`src/rtl/reg_arb.sv`:
```
// Two-master round-robin arbiter in front of a single register slave.
// One transaction outstanding at a time; a silent slave is aborted after TIMEOUT wait cycles.
module reg_arb #(
   parameter int TIMEOUT = 16
) (
   input  logic        clk,
   input  logic        rst,
   input  logic        m0_req,
   input  logic        m0_wr,
   input  logic [7:0]  m0_addr,
   input  logic [31:0] m0_wdata,
   output logic        m0_ack,
   output logic [31:0] m0_rdata,
   output logic        m0_err,
   input  logic        m1_req,
   input  logic        m1_wr,
   input  logic [7:0]  m1_addr,
   input  logic [31:0] m1_wdata,
   output logic        m1_ack,
   output logic [31:0] m1_rdata,
   output logic        m1_err,
   output logic        reg_req,
   output logic        reg_wr,
   output logic [7:0]  reg_addr,
   output logic [31:0] reg_wdata,
   input  logic        reg_ack,
   input  logic [31:0] reg_rdata,
   output logic        busy,
   output logic        grant,
   output logic [1:0]  dbg_state
);

   localparam logic [1:0] IDLE  = 2'd0;
   localparam logic [1:0] ISSUE = 2'd1;
   localparam logic [1:0] WAIT  = 2'd2;
   localparam logic [1:0] RESP  = 2'd3;

   localparam logic [7:0] LAST_WAIT = 8'(TIMEOUT - 1);

   // Handshake: masters hold mN_req with a stable command until they sample
   // mN_ack (one-cycle pulse); the slave sees a one-cycle reg_req and answers
   // with a one-cycle reg_ack carrying reg_rdata, honoured only in WAIT.

   logic [1:0]  state;
   logic [7:0]  wait_cnt;
   logic        last_m1;
   logic        pick_m1;
   logic        done;
   logic [31:0] done_rdata;
   logic        done_err;

   // Tie goes to whichever master was not served last.
   always_comb begin
      pick_m1 = m1_req && (!m0_req || !last_m1);
   end

   always_comb begin
      done       = 1'b0;
      done_rdata = reg_rdata;
      done_err   = 1'b0;
      if (state == WAIT) begin
         if (reg_ack) begin
            done = 1'b1;
         end else if (wait_cnt == LAST_WAIT) begin
            done       = 1'b1;
            done_rdata = 32'hFFFF_FFFF;
            done_err   = 1'b1;
         end
      end
   end

   always_ff @(posedge clk or posedge rst) begin
      if (rst) begin
         state     <= IDLE;
         wait_cnt  <= 8'd0;
         last_m1   <= 1'b1;
         grant     <= 1'b0;
         reg_req   <= 1'b0;
         reg_wr    <= 1'b0;
         reg_addr  <= 8'd0;
         reg_wdata <= 32'd0;
         m0_ack    <= 1'b0;
         m0_err    <= 1'b0;
         m0_rdata  <= 32'd0;
         m1_ack    <= 1'b0;
         m1_err    <= 1'b0;
         m1_rdata  <= 32'd0;
      end else begin
         reg_req <= 1'b0;
         m0_ack  <= 1'b0;
         m0_err  <= 1'b0;
         m1_ack  <= 1'b0;
         m1_err  <= 1'b0;
         case (state)
            IDLE: begin
               if (m0_req || m1_req) begin
                  grant     <= pick_m1;
                  last_m1   <= pick_m1;
                  reg_wr    <= pick_m1 ? m1_wr    : m0_wr;
                  reg_addr  <= pick_m1 ? m1_addr  : m0_addr;
                  reg_wdata <= pick_m1 ? m1_wdata : m0_wdata;
                  reg_req   <= 1'b1;
                  state     <= ISSUE;
               end
            end
            ISSUE: begin
               wait_cnt <= 8'd0;
               state    <= WAIT;
            end
            WAIT: begin
               if (done) begin
                  if (grant) begin
                     m1_ack   <= 1'b1;
                     m1_rdata <= done_rdata;
                     m1_err   <= done_err;
                  end else begin
                     m0_ack   <= 1'b1;
                     m0_rdata <= done_rdata;
                     m0_err   <= done_err;
                  end
                  state <= RESP;
               end else begin
                  wait_cnt <= wait_cnt + 8'd1;
               end
            end
            RESP: begin
               state <= IDLE;
            end
            default: begin
               state <= IDLE;
            end
         endcase
      end
   end

   assign busy      = (state != IDLE);
   assign dbg_state = state;

endmodule

```
`config.mk`:
```
export PLATFORM = sky130hd
export DESIGN_NAME = reg_arb
export DESIGN_NICKNAME = d
export VERILOG_FILES = /design/src/rtl/reg_arb.sv
export SDC_FILE = /design/constraint.sdc
export NUM_CORES = 1
export LEC_CHECK = 0
export BUFFER_PORTS_ARGS = -buffer_cell sky130_fd_sc_hd__buf_2
export CAP_MARGIN = 15
export CORE_MARGIN = 2
export CORE_UTILIZATION = 43
export DETAILED_ROUTE_END_ITERATION = 6
export HOLD_SLACK_MARGIN = 0.08
export PLACE_DENSITY = 0.76
export REMOVE_ABC_BUFFERS = 1
export SLEW_MARGIN = 20
export SYNTH_ARGS = -nofsm -noshare
export SYNTH_HDL_FRONTEND = slang
export SYNTH_SLANG_ARGS = --single-unit
```
`constraint.sdc`:
```
create_clock -name clk -period 3.6 [get_ports clk]
set_clock_uncertainty 0.1 [all_clocks]
set_input_delay 0 -clock clk [delete_from_list [all_inputs] [get_ports clk]]
set_output_delay 0 -clock clk [all_outputs]
set_load 0.01 [all_outputs]
```
==> flow_summary.toml, run 1 <==
[outcome]
status = "complete, no violations"

[clocking]
clkLatencyLatePin_ns = 0.40
tritoncts_buffer_count = 17
cts_hold_repair.buffers = 119
tritoncts_num_sinks = 122
cts_tree = "done"
cts-htree-levels = 4
post-cts-setup-buffers = 0
post_cts_resize_count = 0
clk_pin_slew_ns = 0.05
clock_tree.root_cell = "sky130_fd_sc_hd__clkbuf_16"
clock_tree.buffer_depth = 2

[final_layout]
post-route-cell-area_sq_mm = 0.00842
final_nets = 904
fin_cells = 960
layout-drive-gt1-share_pct = 42.2
area.growth.synth_to_final_pct = 55.7

[power_and_ir_drop]
power.share.sequential_pct = 35.9
powerDensity_mw_per_mm2 = 814
comb_power_share_pct = 39.8
power.ir.vdd_worst_mv = 0.320
swShare_pct = 35.7
cell_internal_pwr_mw = 4.41
net_switching_power_figure_mw = 2.45
power_leakage_nw = 4.01
power.share.clock_pct = 24.3

[yosys]
synth_xor_xnor_area_share_pct = 0.162
synth-compound-area-share_pct = 21.0
ys.flop_type = "sky130_fd_sc_hd__dfrtp_1"
synthesis.area_per_instance_sq_um = 12.3
synthesis.area_sq_mm = 0.00541
synth_async_sr_flop_share_pct = 100
synthCells = 441
synthMuxAreaShare_pct = 7.79
synth_edf_count = 0
yosysTopAreaCell = "sky130_fd_sc_hd__dfrtp_1"
simple_logic_cell_fraction_of_the_synthesized_area_pct = 8.65
post-synth-top-area-fraction_pct = 56.0
synth_sequential_area_ratio_pct = 56.5
synth_top_family_by_area = "compound AO/OA/AOI/OAI gates"
synthesis.yosys.warnings = 0
synth.distinct_cells = 39
synth_area_in_adders_pct = 1.16
yosys_register_bits = 122
post_synth_main_area_contributors = "sky130_fd_sc_hd__dfrtp_1, sky130_fd_sc_hd__a2bb2oi_2, sky130_fd_sc_hd__mux2i_1"

[placed_design]
routabilityCongestion = 0.765
number_of_buffer_cells_added_on_primary_ports = 232
dp_cells = 810
place_area_sq_mm = 0.00664
place_hpwl_um = 9350

[worst_setup_path]
critPathRequiredTime_ns = 3.75
worst_path_cell_chain = "a21boi_4, buf_4, mux2i_1, dlygate4sd3_1, o21ai_0"
crit_path_max_incr_delay_ns = 0.62
worst-path-max-fanout = 42
endpoint_kind = "flop"
worst_path_max_delay_cell = "sky130_fd_sc_hd__dlygate4sd3_1"
path_class = "flop to flop"
cp.arrival_ns = 2.59
worstSetupStartpointType = "flop"

[worst_hold_path]
hold_class = "primary input to async pin"

[routing]
num_vias = 5101
wire_length_reported_by_the_detailed_router_um = 16700
detailedRoute.firstPassIterationCount = 5
dr.first_iter.drc_count = 388
via_per_inst = 5.31
route.antenna.remaining_nets = 0
remaining_drc_errors = 0
avgRoutedWirePerCell_um = 17.4

[global_route]
grt_antenna_before_repair = 1
first_global_vias = 5389
grt_usage_pct = 25.4
grt.overflow.total = 0
grt_start_max_net_pins = 85
grt_pass1_wl_um = 26400

[timing]
maxClockFrequency_mhz = 411
tightest_slew_ns = 0.976
finalHoldViolations = 0
period_share_pct = 67.7
total_of_endpoints_with_negative_setup_slack_in_the_final_report = 0
timing.slew.headroom_pct = 34.9
rsz0062_at_grt = "false"
finalWorstPathRequiredPeriod_ns = 2.44
timing.setup.tns_ns = 0
timing_max_transition_violations_final = 0

[floorplan]
dieArea_sq_mm = 0.0135
boundaryPins = 233
die_x_um = 116
initial_utilization_pct = 44.5
dieHeight_um = 116
floorplan.rows = 40
placeableCoreArea_sq_mm = 0.0122

[job]
max_cap_viol_count = 0
[kinds of logic (layout without fill, tap and decap cells)]
family | count (synthesis) | in the layout
buffers and inverters | 44 | 394
AO/OA/AOI/OAI | 122 | 122
adder cells (fa/ha/maj) | 5 | 5
AND/OR/NAND/NOR | 105 | 105
flip-flops | 122 | 122
other | 0 | 1
multiplexers | 42 | 42
XOR/XNOR | 1 | 1
[sequential cells by signal, summed over array words and instances, names as in the netlist]
name / cells
m0_rdata: 32
m1_rdata: 32
reg_wdata: 32
reg_addr: 8
wait_cnt: 8
dbg_state: 2
grant: 1
last_m1: 1
m0_ack: 1
m0_err: 1
m1_ack: 1
m1_err: 1
reg_req: 1
reg_wr: 1
[final timing paths]
check	startpoint	to	slack [ns]	cells past startpoint
max in group asynchronous	rst	reg_wdata[1]$_DFFE_PP0P_	2.41	4
min	rst	m0_rdata[21]$_DFFE_PP0P_	0.17	3
min reg2reg	reg_wdata[2]$_DFFE_PP0P_	reg_wdata[2]$_DFFE_PP0P_	0.37	2
max reg2reg	last_m1$_DFFE_PP1P_	reg_wdata[8]$_DFFE_PP0P_	1.16	5
max	last_m1$_DFFE_PP1P_	reg_wdata[8]$_DFFE_PP0P_	1.16	5
min in group clk	reg_rdata[14]	m0_rdata[14]$_DFFE_PP0P_	0.30	3
[worst max-delay path, delay by kind of cell, from the launching register on]
kind	cells	cell delay [ns]
buffers and inverters	2	1.20
multiplexers	1	0.39
flip-flops	1	0.38
AO/OA/AOI/OAI	2	0.18
[power by group through the flow]
| stage | Combinational [mW] | Clock (mW) | Sequential [mW] |
|---|---|---|---|
| final | 2.73 | 1.67 | 2.46 |
| after global routing | 2.97 | 1.75 | 2.53 |
| after CTS | 2.66 | 1.70 | 2.44 |
| after detailed placement | 2.49 | 0 | 2.45 |
| after global placement | 2.41 | 0 | 2.42 |
| after floorplan | 1.16 | 0 | 2.76 |
[layer usage]
metal | wire length [um] | track usage (%) | vias to the layer above
li1 | - | - | 2278
met1 | 6640 | 29.0 | 2504
met2 | 8240 | 43.6 | 268
met3 | 1330 | 6.95 | 51
met4 | 541 | 13.4 | 0
met5 | 0 | 0 | -
[cell usage after synthesis (all sizes together), types with 3 or more instances]
master / n
nand2: 44
o21ai: 47
a2bb2oi: 32
a21oi: 3
dfrtp: 121
nand3: 14
o32a: 33
buf: 15
inv: 7
ha: 5
clkbuf: 22
nor2: 34
mux2i: 41
[cells in the final DEF, fill, tap and decap left out, types with 2 or more instances in the layout]
cell type,synthesis,final
sky130_fd_sc_hd__a2bb2oi_1,3,3
sky130_fd_sc_hd__a21oi_1,2,2
sky130_fd_sc_hd__buf_2,7,232
sky130_fd_sc_hd__o31ai_1,2,2
sky130_fd_sc_hd__inv_1,7,6
sky130_fd_sc_hd__nor2_1,34,34
sky130_fd_sc_hd__a2bb2oi_2,29,29
sky130_fd_sc_hd__mux2i_1,41,41
sky130_fd_sc_hd__and3_1,2,2
sky130_fd_sc_hd__ha_1,5,5
sky130_fd_sc_hd__dlygate4sd3_1,0,119
sky130_fd_sc_hd__o21ai_0,45,45
sky130_fd_sc_hd__or3_1,2,2
sky130_fd_sc_hd__o32a_1,7,7
sky130_fd_sc_hd__clkbuf_8,0,5
sky130_fd_sc_hd__bufinv_16,0,2
sky130_fd_sc_hd__o32a_2,26,26
sky130_fd_sc_hd__nand2_1,44,43
sky130_fd_sc_hd__clkinvlp_4,0,2
sky130_fd_sc_hd__dfrtp_1,121,120
sky130_fd_sc_hd__buf_4,0,5
sky130_fd_sc_hd__clkbuf_16,0,17
sky130_fd_sc_hd__o211ai_1,2,2
sky130_fd_sc_hd__nand3_1,14,14
sky130_fd_sc_hd__clkinv_2,0,3
[through the flow]
step                hold WS [ns]  worst slack [ns]  util, %  power, mW
floorplan                -0.0270             -1.93        -       3.92
global placement          0.0410              1.39     54.6       4.83
detailed placement        0.0530              1.27     54.6       4.95
CTS                        0.166              1.25     69.2       6.80
global route               0.223              1.12     69.2       7.26
finish                     0.172              1.16     69.2       6.86
[area by class of cell]
cell class              count  area (sq um)
fillers                   810          3740
flip-flops and latches    122          3060
repair buffers            357          2410
multi-input cells         275          2130
clock buffers              23           498
well taps                 168           210
clock inverters             7          90.1
inverters                   7          28.8
diodes                      1          2.50
Note: power is estimated with default switching activity, not from simulation.
==> run 2, diff against run 1 <==
==> constraint.sdc (replaced) <==
create_clock -name clk -period 2 [get_ports clk]
set_clock_uncertainty 0.1 [all_clocks]
set_input_delay 0 -clock clk [delete_from_list [all_inputs] [get_ports clk]]
set_output_delay 0 -clock clk [all_outputs]
set_load 0.01 [all_outputs]
==> flow_summary.toml, run 2 (synthesis gave the netlist of run 1 again) <==
[outcome]
status = "complete, but fails checks"
failed_checks = "setup timing"

[final_layout]
final_nets = 916
fin_cells = 973
layout_utilization_pct = 71.3
area.growth.synth_to_final_pct = 60.3
biggestRegsByFlops = "m0_rdata x32, m1_rdata x32, reg_wdata x32"
final_cell_mix = "sky130_fd_sc_hd__buf_2, sky130_fd_sc_hd__dfrtp_1, sky130_fd_sc_hd__dlygate4sd3_1"
antenna_cells_inserted = 0
layout.filler_cells = 798
post-route-cell-area_sq_mm = 0.00867
final_common_cell = "sky130_fd_sc_hd__buf_2"
layout-drive-gt1-share_pct = 44.2

[floorplan]
initial_utilization_pct = 44.5
die_x_um = 116
dieHeight_um = 116
dieArea_sq_mm = 0.0135
placeableCoreArea_sq_mm = 0.0122
boundaryPins = 233
floorplan.rows = 40

[placed_design]
routabilityCongestion = 0.882
number_of_buffer_cells_added_on_primary_ports = 232
dp_cells = 815
dp_worst_setup_slack_ns = 0.0896
place_hpwl_um = 9410
place_area_sq_mm = 0.00675

[clocking]
tritoncts_buffer_count = 17
clock_tree.root_cell = "sky130_fd_sc_hd__clkbuf_16"
clkLatencyLatePin_ns = 0.41
clk_pin_slew_ns = 0.06
clock_tree.buffer_depth = 2
cts-htree-levels = 4
tritoncts_num_sinks = 122
cts_tree = "done"

[timing]
timing_max_transition_violations_final = 0
timing.slew.headroom_pct = 53.0
rsz0062_at_grt = "true"
total_of_endpoints_with_negative_setup_slack_in_the_final_report = 6
maxClockFrequency_mhz = 493
period_share_pct = 101
finalHoldViolations = 0
tightest_slew_ns = 0.702
finalWorstPathRequiredPeriod_ns = 2.03
timing.final.ws_setup_ns = -0.0264
timing.setup.tns_ns = -0.0653

[worst_setup_path]
worstSetupStartpointType = "flop"
worst-path-max-fanout = 6
critPathRequiredTime_ns = 2.20
path_class = "flop to flop"
reg_to_reg_startpoint = "last_m1$_DFFE_PP1P_"
capturing_element_of_the_worst_setup_path = "reg_wdata[0]$_DFFE_PP0P_"
endpoint_kind = "flop"
worstRegToRegCells = 6
critical_path.reg2reg.endpoint = "reg_wdata[0]$_DFFE_PP0P_"
cp.arrival_ns = 2.23
r2r_setup_slack_ns = -0.03
critPathLaunch = "last_m1$_DFFE_PP1P_"

[global_route]
grtUsageMet3_pct = 6.85
gr-max-usage-layer = "met2"
grt_antenna_before_repair = 0
first_global_vias = 5421
grt.overflow.total = 0
grt_start_max_net_pins = 123
grt_pass1_wl_um = 27200
grtUsageMet1_pct = 30.0
grtUsageMet2_pct = 46.8
grt_usage_pct = 26.4

[routing]
dr.first_iter.drc_count = 460
remaining_drc_errors = 0
avgRoutedWirePerCell_um = 18.6
wire_length_reported_by_the_detailed_router_um = 18100
via_per_inst = 5.36
num_vias = 5219
route.antenna.remaining_nets = 0
detailedRoute.firstPassIterationCount = 5

[worst_hold_path]
hold_class = "primary input to flop"
timing.hold.worst.start = "m1_addr[0]"

[power_and_ir_drop]
power_leakage_nw = 4.12
power.ir.vdd_worst_mv = 0.641
powerDensity_mw_per_mm2 = 1460

[job]
max_cap_viol_count = 0
-- run 2: cell types whose count changed in the layout (fill, tap and decap cells not counted), moves of 3 or more --
cell                        before  now
sky130_fd_sc_hd__mux2i_2         0    3
sky130_fd_sc_hd__clkbuf_16      17   20
sky130_fd_sc_hd__o21ai_1         0    6
sky130_fd_sc_hd__o21ai_0        45   37
sky130_fd_sc_hd__mux2i_1        41   38
sky130_fd_sc_hd__buf_12          1    8
-- run 2: worst min-delay path by stage --
stage | endpoint | slack [ns] | cells past startpoint
6_report | reg_addr[0]$_DFFE_PP0P_ | 0.14 | 4
5_1_grt | reg_addr[0]$_DFFE_PP0P_ | 0.14 | 4
4_1_cts | m0_rdata[21]$_DFFE_PP0P_ | 0.24 | 4
3_5_place_dp | m0_rdata[21]$_DFFE_PP0P_ | 0.13 | 3
3_3_place_gp | m0_rdata[23]$_DFFE_PP0P_ | 0.12 | 3
2_1_floorplan | last_m1$_DFFE_PP1P_ | -0.03 | 1
-- run 2: what timing repair did --
action / 4_1_cts / 5_1_grt
hold endpoints to repair: 235 / 18
hold buffers: 119 / 18
buffers inserted: 0 / 3
endpoints found under the setup margin: 0 / 60
resized for setup: 0 / 16
-- run 2: per-layer routing --
metal / up-vias / wire (um)
li1: 2317 / -
met3: 54 / 1490
met1: 2530 / 6940
met5: - / 0
met2: 318 / 9120
met4: 0 / 539
-- run 2: through the flow --
stage | total power [mW] | hold slack (ns)
after floorplan | 7.06 | -0.0270
after global placement | 8.83 | 0.117
after detailed placement | 9.04 | 0.132
after CTS | 12.3 | 0.239
after global routing | 13.4 | 0.142
final | 12.6 | 0.137
-- run 2: final cells by class --
cell class	instances	area (sq um)	area share, %
Timing Repair Buffer	369	2650	30.5
Multi-Input combinational cell	275	2150	24.8
Inverter	7	28.8	0.332
Clock inverter	10	90.1	1.04
Clock buffer	22	494	5.70
Tap cell	168	210	2.42
Sequential cell	122	3060	35.2
-- run 2: worst max-delay path, cell delays in order (launching register included) --
cell and delay, ns:
sky130_fd_sc_hd__dfstp_2 0.55, sky130_fd_sc_hd__a21boi_4 0.07, sky130_fd_sc_hd__buf_12 0.15, sky130_fd_sc_hd__buf_12 0.14, sky130_fd_sc_hd__mux2i_1 0.12, sky130_fd_sc_hd__dlygate4sd3_1 0.57
sky130_fd_sc_hd__o21ai_1 0.22
-- run 2: power breakdown --
part / internal [mW] / leakage [nW] / switching (mW)
Combinational: 2.51 / 2.39 / 2.76
Sequential: 3.62 / 1.45 / 0.766
Clock: 1.87 / 0.284 / 1.10
